**src/rtl/fft_pkg.sv**
```systemverilog
// fft_pkg: shared types, defaults and index helpers for the FFT datapath
//   DEFAULT_BUFFER_SIZE / DEFAULT_SAMPLE_SIZE : default frame length and sample width
//   sample_t        : signed sample at the default width
//   reorder_mode_e  : replay order selector
//   bit_reverse()   : reverses the low 'width' bits of idx
package fft_pkg;
    localparam int DEFAULT_BUFFER_SIZE = 32;
    localparam int DEFAULT_SAMPLE_SIZE = 32;
    typedef logic signed [DEFAULT_SAMPLE_SIZE-1:0] sample_t;
    typedef enum logic {
        REORDER_EVEN_ODD = 1'b0,
        REORDER_BITREV   = 1'b1
    } reorder_mode_e;
    function automatic logic [31:0] bit_reverse(input logic [31:0] idx, input int width);
        logic [31:0] r;
        r = '0;
        for (int i = 0; i < 32; i++)
            if (i < width) r[i] = idx[width-1-i];
        return r;
    endfunction
endpackage

```
**src/rtl/fft_reorder_addr_gen.sv**
```systemverilog
// fft_reorder_addr_gen: maps an output index to its buffer address for a reorder mode
//   rd_idx_i : output-order index
//   mode_i   : even/odd split or full bit-reverse
//   addr_o   : buffer address holding the sample for rd_idx_i
//   odd_o    : sample belongs to the odd half (even/odd mode only)
module fft_reorder_addr_gen
    import fft_pkg::*;
#(
    parameter int BUFFER_SIZE = 32
) (
    input  logic [$clog2(BUFFER_SIZE)-1:0] rd_idx_i,
    input  reorder_mode_e                  mode_i,
    output logic [$clog2(BUFFER_SIZE)-1:0] addr_o,
    output logic                           odd_o
);
    localparam int AW = $clog2(BUFFER_SIZE);
    // Even/odd split is a left rotate: the top index bit selects the odd half and becomes the LSB.
    always_comb begin
        addr_o = (mode_i == REORDER_BITREV) ? AW'(bit_reverse(32'(rd_idx_i), AW))
                                            : {rd_idx_i[AW-2:0], rd_idx_i[AW-1]};
        odd_o  = (mode_i == REORDER_EVEN_ODD) && rd_idx_i[AW-1];
    end
endmodule

```
**src/rtl/fft_stream_reorder.sv**
```systemverilog
// fft_stream_reorder: ping-pong frame buffer replaying each frame in DIT input order
//   clk, reset            : clock, synchronous active-high reset
//   mode                  : replay order, latched with the first sample of each frame
//   in_sample/valid/ready : input sample stream
//   out_sample/valid/ready: reordered output stream
//   out_last              : final sample of an output frame
//   out_odd               : sample comes from the odd half (even/odd mode)
module fft_stream_reorder
    import fft_pkg::*;
#(
    parameter int BUFFER_SIZE = 32,
    parameter int SAMPLE_SIZE = 32
) (
    input  logic                          clk,
    input  logic                          reset,
    input  logic                          mode,
    input  logic signed [SAMPLE_SIZE-1:0] in_sample,
    input  logic                          in_valid,
    output logic                          in_ready,
    output logic signed [SAMPLE_SIZE-1:0] out_sample,
    output logic                          out_valid,
    input  logic                          out_ready,
    output logic                          out_last,
    output logic                          out_odd
);
    localparam int AW = $clog2(BUFFER_SIZE);
    localparam logic [AW-1:0] LAST = AW'(BUFFER_SIZE - 1);

    logic signed [SAMPLE_SIZE-1:0] bank_q [2][BUFFER_SIZE];
    logic [1:0]    full_q, full_d, mode_q, mode_d;
    logic          wr_bank_q, wr_bank_d, rd_bank_q, rd_bank_d;
    logic [AW-1:0] wr_idx_q, wr_idx_d, rd_idx_q, rd_idx_d, rd_addr;
    logic          in_xfer, out_xfer, rd_odd;

    fft_reorder_addr_gen #(.BUFFER_SIZE(BUFFER_SIZE)) u_addr (
        .rd_idx_i (rd_idx_q),
        .mode_i   (reorder_mode_e'(mode_q[rd_bank_q])),
        .addr_o   (rd_addr),
        .odd_o    (rd_odd)
    );

    assign in_ready   = !full_q[wr_bank_q];
    assign out_valid  = full_q[rd_bank_q];
    assign in_xfer    = in_valid && in_ready;
    assign out_xfer   = out_valid && out_ready;
    assign out_last   = out_valid && (rd_idx_q == LAST);
    assign out_odd    = rd_odd;
    // Gated so stale bank contents never reach the output while empty.
    assign out_sample = out_valid ? bank_q[rd_bank_q][rd_addr] : '0;

    // Write and read completions always target different banks, so both updates can land together.
    always_comb begin
        full_d    = full_q;
        mode_d    = mode_q;
        wr_bank_d = wr_bank_q;
        rd_bank_d = rd_bank_q;
        wr_idx_d  = wr_idx_q;
        rd_idx_d  = rd_idx_q;
        if (in_xfer) begin
            wr_idx_d = wr_idx_q + 1'b1;
            if (wr_idx_q == '0) mode_d[wr_bank_q] = mode;
            if (wr_idx_q == LAST) begin
                full_d[wr_bank_q] = 1'b1;
                wr_bank_d         = !wr_bank_q;
            end
        end
        if (out_xfer) begin
            rd_idx_d = rd_idx_q + 1'b1;
            if (rd_idx_q == LAST) begin
                full_d[rd_bank_q] = 1'b0;
                rd_bank_d         = !rd_bank_q;
            end
        end
    end

    always_ff @(posedge clk) begin
        if (in_xfer) bank_q[wr_bank_q][wr_idx_q] <= in_sample;
        mode_q <= mode_d;
    end

    always_ff @(posedge clk) begin
        if (reset) begin
            full_q    <= '0;
            wr_bank_q <= 1'b0;
            rd_bank_q <= 1'b0;
            wr_idx_q  <= '0;
            rd_idx_q  <= '0;
        end else begin
            full_q    <= full_d;
            wr_bank_q <= wr_bank_d;
            rd_bank_q <= rd_bank_d;
            wr_idx_q  <= wr_idx_d;
            rd_idx_q  <= rd_idx_d;
        end
    end
endmodule

```
**config.mk**
```make
export PLATFORM = sky130hd
export DESIGN_NAME = fft_stream_reorder
export DESIGN_NICKNAME = d
export VERILOG_FILES = /design/src/rtl/fft_pkg.sv /design/src/rtl/fft_reorder_addr_gen.sv /design/src/rtl/fft_stream_reorder.sv
export SDC_FILE = /design/constraint.sdc
export NUM_CORES = 2
export LEC_CHECK = 0
export BUFFER_PORTS_ARGS = -buffer_cell sky130_fd_sc_hd__buf_2
export CORE_UTILIZATION = 39
export DETAILED_ROUTE_END_ITERATION = 16
export GPL_TIMING_DRIVEN = 0
export PLACE_DENSITY = 0.55
export SYNTH_ARGS = -nofsm -noshare
export SYNTH_HDL_FRONTEND = slang
export SYNTH_SLANG_ARGS = --single-unit
```
**constraint.sdc**
```tcl
create_clock -name clk -period 5.4 [get_ports clk]
set_input_delay 1.62 -clock clk [delete_from_list [all_inputs] [get_ports clk]]
set_output_delay 1.62 -clock clk [all_outputs]
set_load 0.005 [all_outputs]
```
==> impl_metrics.tcl <==
set metrics [dict create \
    first_global_vias 40500 \
    rows 164 \
    p_int_mw 25.2 \
    cts_hold_buf 0 \
    synth-compound-area-share 0.00610 \
    dieHeight_microns 452 \
    reg2reg_to "bank_q[0][486]" \
    clk_pin_slew_worst_paths_ns 0.06 \
    final_util 0.460 \
    portBuffers 72 \
    cts_root_buf "clkbuf_16" \
    vdd_ir_drop_max_v 0.000313 \
    finalSetupTns_ns -0.243 \
    vias_per_cell 5.87 \
    async_flop_share 0 \
    crit_type "reg2out" \
    final-instance-count-excl-fill 6948 \
    tightest_slew_ns 1.59 \
    yosys.area.top_type_share 0.780 \
    yosys.area_share.simple 0.0451 \
    wl_mm 246 \
    worst_slack_ns -0.0943 \
    critPathMaxStageDelay_ns 0.48 \
    synth_xor_area_frac 0.000887 \
    place.gp.congestion 0.846 \
    drc 0 \
    area_growth_pct 16.7 \
    hp-start "wr_idx_q[1]" \
    cpMaxStageDelayCell "nand4_1" \
    grt_pass1_wl_mm 334 \
    synthesis.nets 3784 \
    nFillCells 16800 \
    violations "max-capacitance violations, max-slew violations, negative setup slack" \
    grt-ovfl-total 0 \
    cts_buffers 203 \
    wl_per_cell_microns 35.4 \
    drv_cap 1 \
    grt_setup_unrepaired "yes" \
    ys_ff_latch 2065 \
    synthFlopType "edfxtp_1" \
    finalSetupViolations 6 \
    syn-cell-area_sq_mm 0.0790 \
    whs_ns 0.532 \
    hold_depth 2 \
    p_leak_nw 28.1 \
    synth_top_family_by_area "multiplexers" \
    drt_iter0_drc 5492 \
    fin_skew_ns 0.0314 \
    holdCritPathClass "reg2reg" \
    slew_headroom -0.0597 \
    grt_usage 0.240 \
    switchingPower_mw 6.44 \
    synth_adder_area_share 0.00111 \
    r2r_slack_ns 2.09 \
    synth_edf_count 2050 \
    r2r_cells 6 \
    clockPowerShare 0.426 \
    p_comb_frac 0.015 \
    syn_inst 3740 \
    drv_slew 11 \
    reg2reg_from "wr_bank_q" \
    num_vias 40800 \
    path_buf_inv 4 \
    startpoint_type "flop" \
    yosysWarnings 0 \
    die_w_microns 452 \
    synth_cell_types 34 \
    cp_top_family "buffers and inverters" \
    critPathMostFrequentCell "buf_4" \
    crit_path_end_kind "output pin" \
    postRouteAntennaNets 0 \
    antenna_found_initial 15 \
    start_util 0.394 \
    core_area_sq_mm 0.200 \
    seq_area_frac_synth 0.783 \
    crit_required_ns 3.78 \
    hpwlAfterDp_mm 159 \
    yosysTopAreaCell "edfxtp_1" \
    seqPwrFrac 0.559 \
    run_status "finished with violations" \
    cts_tree "done" \
    die_area_sq_mm 0.204 \
    grt_max_degree 65 \
    fmax_mhz 182 \
    synth.area.top_cells "edfxtp_1 (78%), mux4_2 (15%), nand2_1 (2.2%), nand3_1 (1.2%), buf_2 (0.66%)" \
    min_to "wr_idx_q[1]" \
    worstPathMaxFanout 10 \
    drtPass1Iterations 6 \
    io-pin-count 73 \
    dpl.cell_count 6552 \
    fin_crit_ns 5.49 \
    cp.arrival_ns 3.87 \
    htree_num_levels 4 \
    switching_share 0.204 \
    synth_mux_area_frac 0.151 \
    insertion_delay_ns 0.84 \
    cts_buffer_depth 3 \
    finalHoldViolCount 0 \
    cts_sinks 2065 \
    final.period_utilization 1.02 \
    crit_chain "buf_4, buf_4, clkbuf_2, mux4_2, nand2_1, nand3_1, nand4_1, o21ai_2, buf_2" \
    layout-drive-gt1-share 0.293 \
    syn_avg_cell_area_sq_um 21.1 \
    power.density_mw_per_mm2 343 \
    fin_nets 4155 \
]
==> power by group through the flow <==
stage,clock network (mW),logic (mW),registers [mW]
after floorplan,0,0.0864,18.0
final,13.5,0.469,17.7
after global placement,0,0.410,18.0
after global routing,14.2,0.493,17.7
after CTS,13.6,0.456,17.7
after detailed placement,0,0.448,18.0
==> worst max-delay path by stage <==
| stage | startpoint | endpoint | slack (ns) | cells past startpoint |
|---|---|---|---|---|
| after floorplan | in_valid | bank_q[1][100] | 1.50 | 4 |
| after global placement | rd_bank_q | out_sample[9] | -2.80 | 8 |
| after detailed placement | rd_bank_q | out_sample[11] | -1.01 | 10 |
| after CTS | rd_bank_q | out_sample[12] | -0.03 | 11 |
| after global routing | rd_bank_q | out_sample[12] | -0.08 | 12 |
| final | rd_idx_q[4] | out_sample[20] | -0.09 | 9 |
==> cells by family after synthesis <==
| kind of cell | count (synthesis) |
|---|---|
| flops | 2065 |
| buf+inv | 210 |
| compound gates | 71 |
| fa+ha+maj | 7 |
| mux | 552 |
| simple gates | 827 |
| xor+xnor | 8 |
==> tightest hold or removal path, cell delays in order, from the launching register on <==
cell     delay, ns
dfxtp_1       0.36
nand2_1       0.07
a21oi_1       0.05
==> stage by stage <==
stage          power, mW  worst slack, ns  cell area, sq um
6_report            31.6          -0.0943             92100
3_5_place_dp        18.5            -1.01             85000
2_1_floorplan       18.1             1.50             79000
4_1_cts             31.7          -0.0333             91900
5_1_grt             32.3          -0.0778             92100
3_3_place_gp        18.4            -2.80             82600
==> cell type report <==
| class | instances | area (sq um) | area share |
|---|---|---|---|
| flip-flops and latches | 2065 | 61900 | 0.671 |
| diodes | 9 | 22.5 | 0.000244 |
| multi-input cells | 1465 | 17000 | 0.184 |
| well taps | 2656 | 3320 | 0.0361 |
| clock inverters | 113 | 743 | 0.00807 |
| clock buffers | 264 | 5460 | 0.0592 |
| plain buffers | 206 | 1400 | 0.0152 |
| inverters | 4 | 15.0 | 0.000163 |
| repair buffers | 166 | 2350 | 0.0256 |
==> repair_timing <==
item	CTS	global route
buffers inserted	8	0
resized for setup	243	49
setup endpoints to repair	32	23
pin swaps	13	25
==> cells in the mapped netlist (3+ instances only) <==
cell	n
dfxtp_1	15
nand4_1	66
mux4_2	512
buf_1	5
nor2_1	81
xor2_1	6
a32oi_1	32
nand3_1	196
and2_1	4
mux2i_1	36
a21oi_1	4
inv_1	4
buf_4	3
nand3b_1	3
edfxtp_1	2050
buf_2	104
nand2_1	469
ha_1	7
o21ai_0	24
o21ai_1	8
clkbuf_1	92
==> placed cells by master, fill, tap and decap left out, drive strengths merged, types with 3 or more instances in the layout <==
cell type  synthesis  routed
buf              114     275
nand3            196     196
dfxtp             15      15
ha                 7       7
clkbuf            92     360
mux2i             38      38
mux4             512     512
o21ai             32      32
inv                4       8
bufinv             0       7
xor2               6       6
nand4             66      66
and2               4       4
nand2            469     469
clkinv             0      97
diode              0       9
a21oi              4       4
clkinvlp           0       5
nand3b             3       3
nor2              81      81
edfxtp          2050    2050
a32oi             32      32
==> state kept, by name, indices dropped and copies added, names as in the netlist, named ones only <==
signal     flops
bank_q      2048
rd_idx_q       5
wr_idx_q       5
full_q         2
mode_q         2
rd_bank_q      1
wr_bank_q      1
==> per-layer routing <==
layer	vias up	track usage	share of wire
met2	2031	0.381	0.48
met5	-	0	0.000094
met1	22100	0.325	0.39
met3	403	0.0485	0.086
li1	16200	-	-
met4	4	0.0974	0.039
Power figures use the tool's default switching activity.
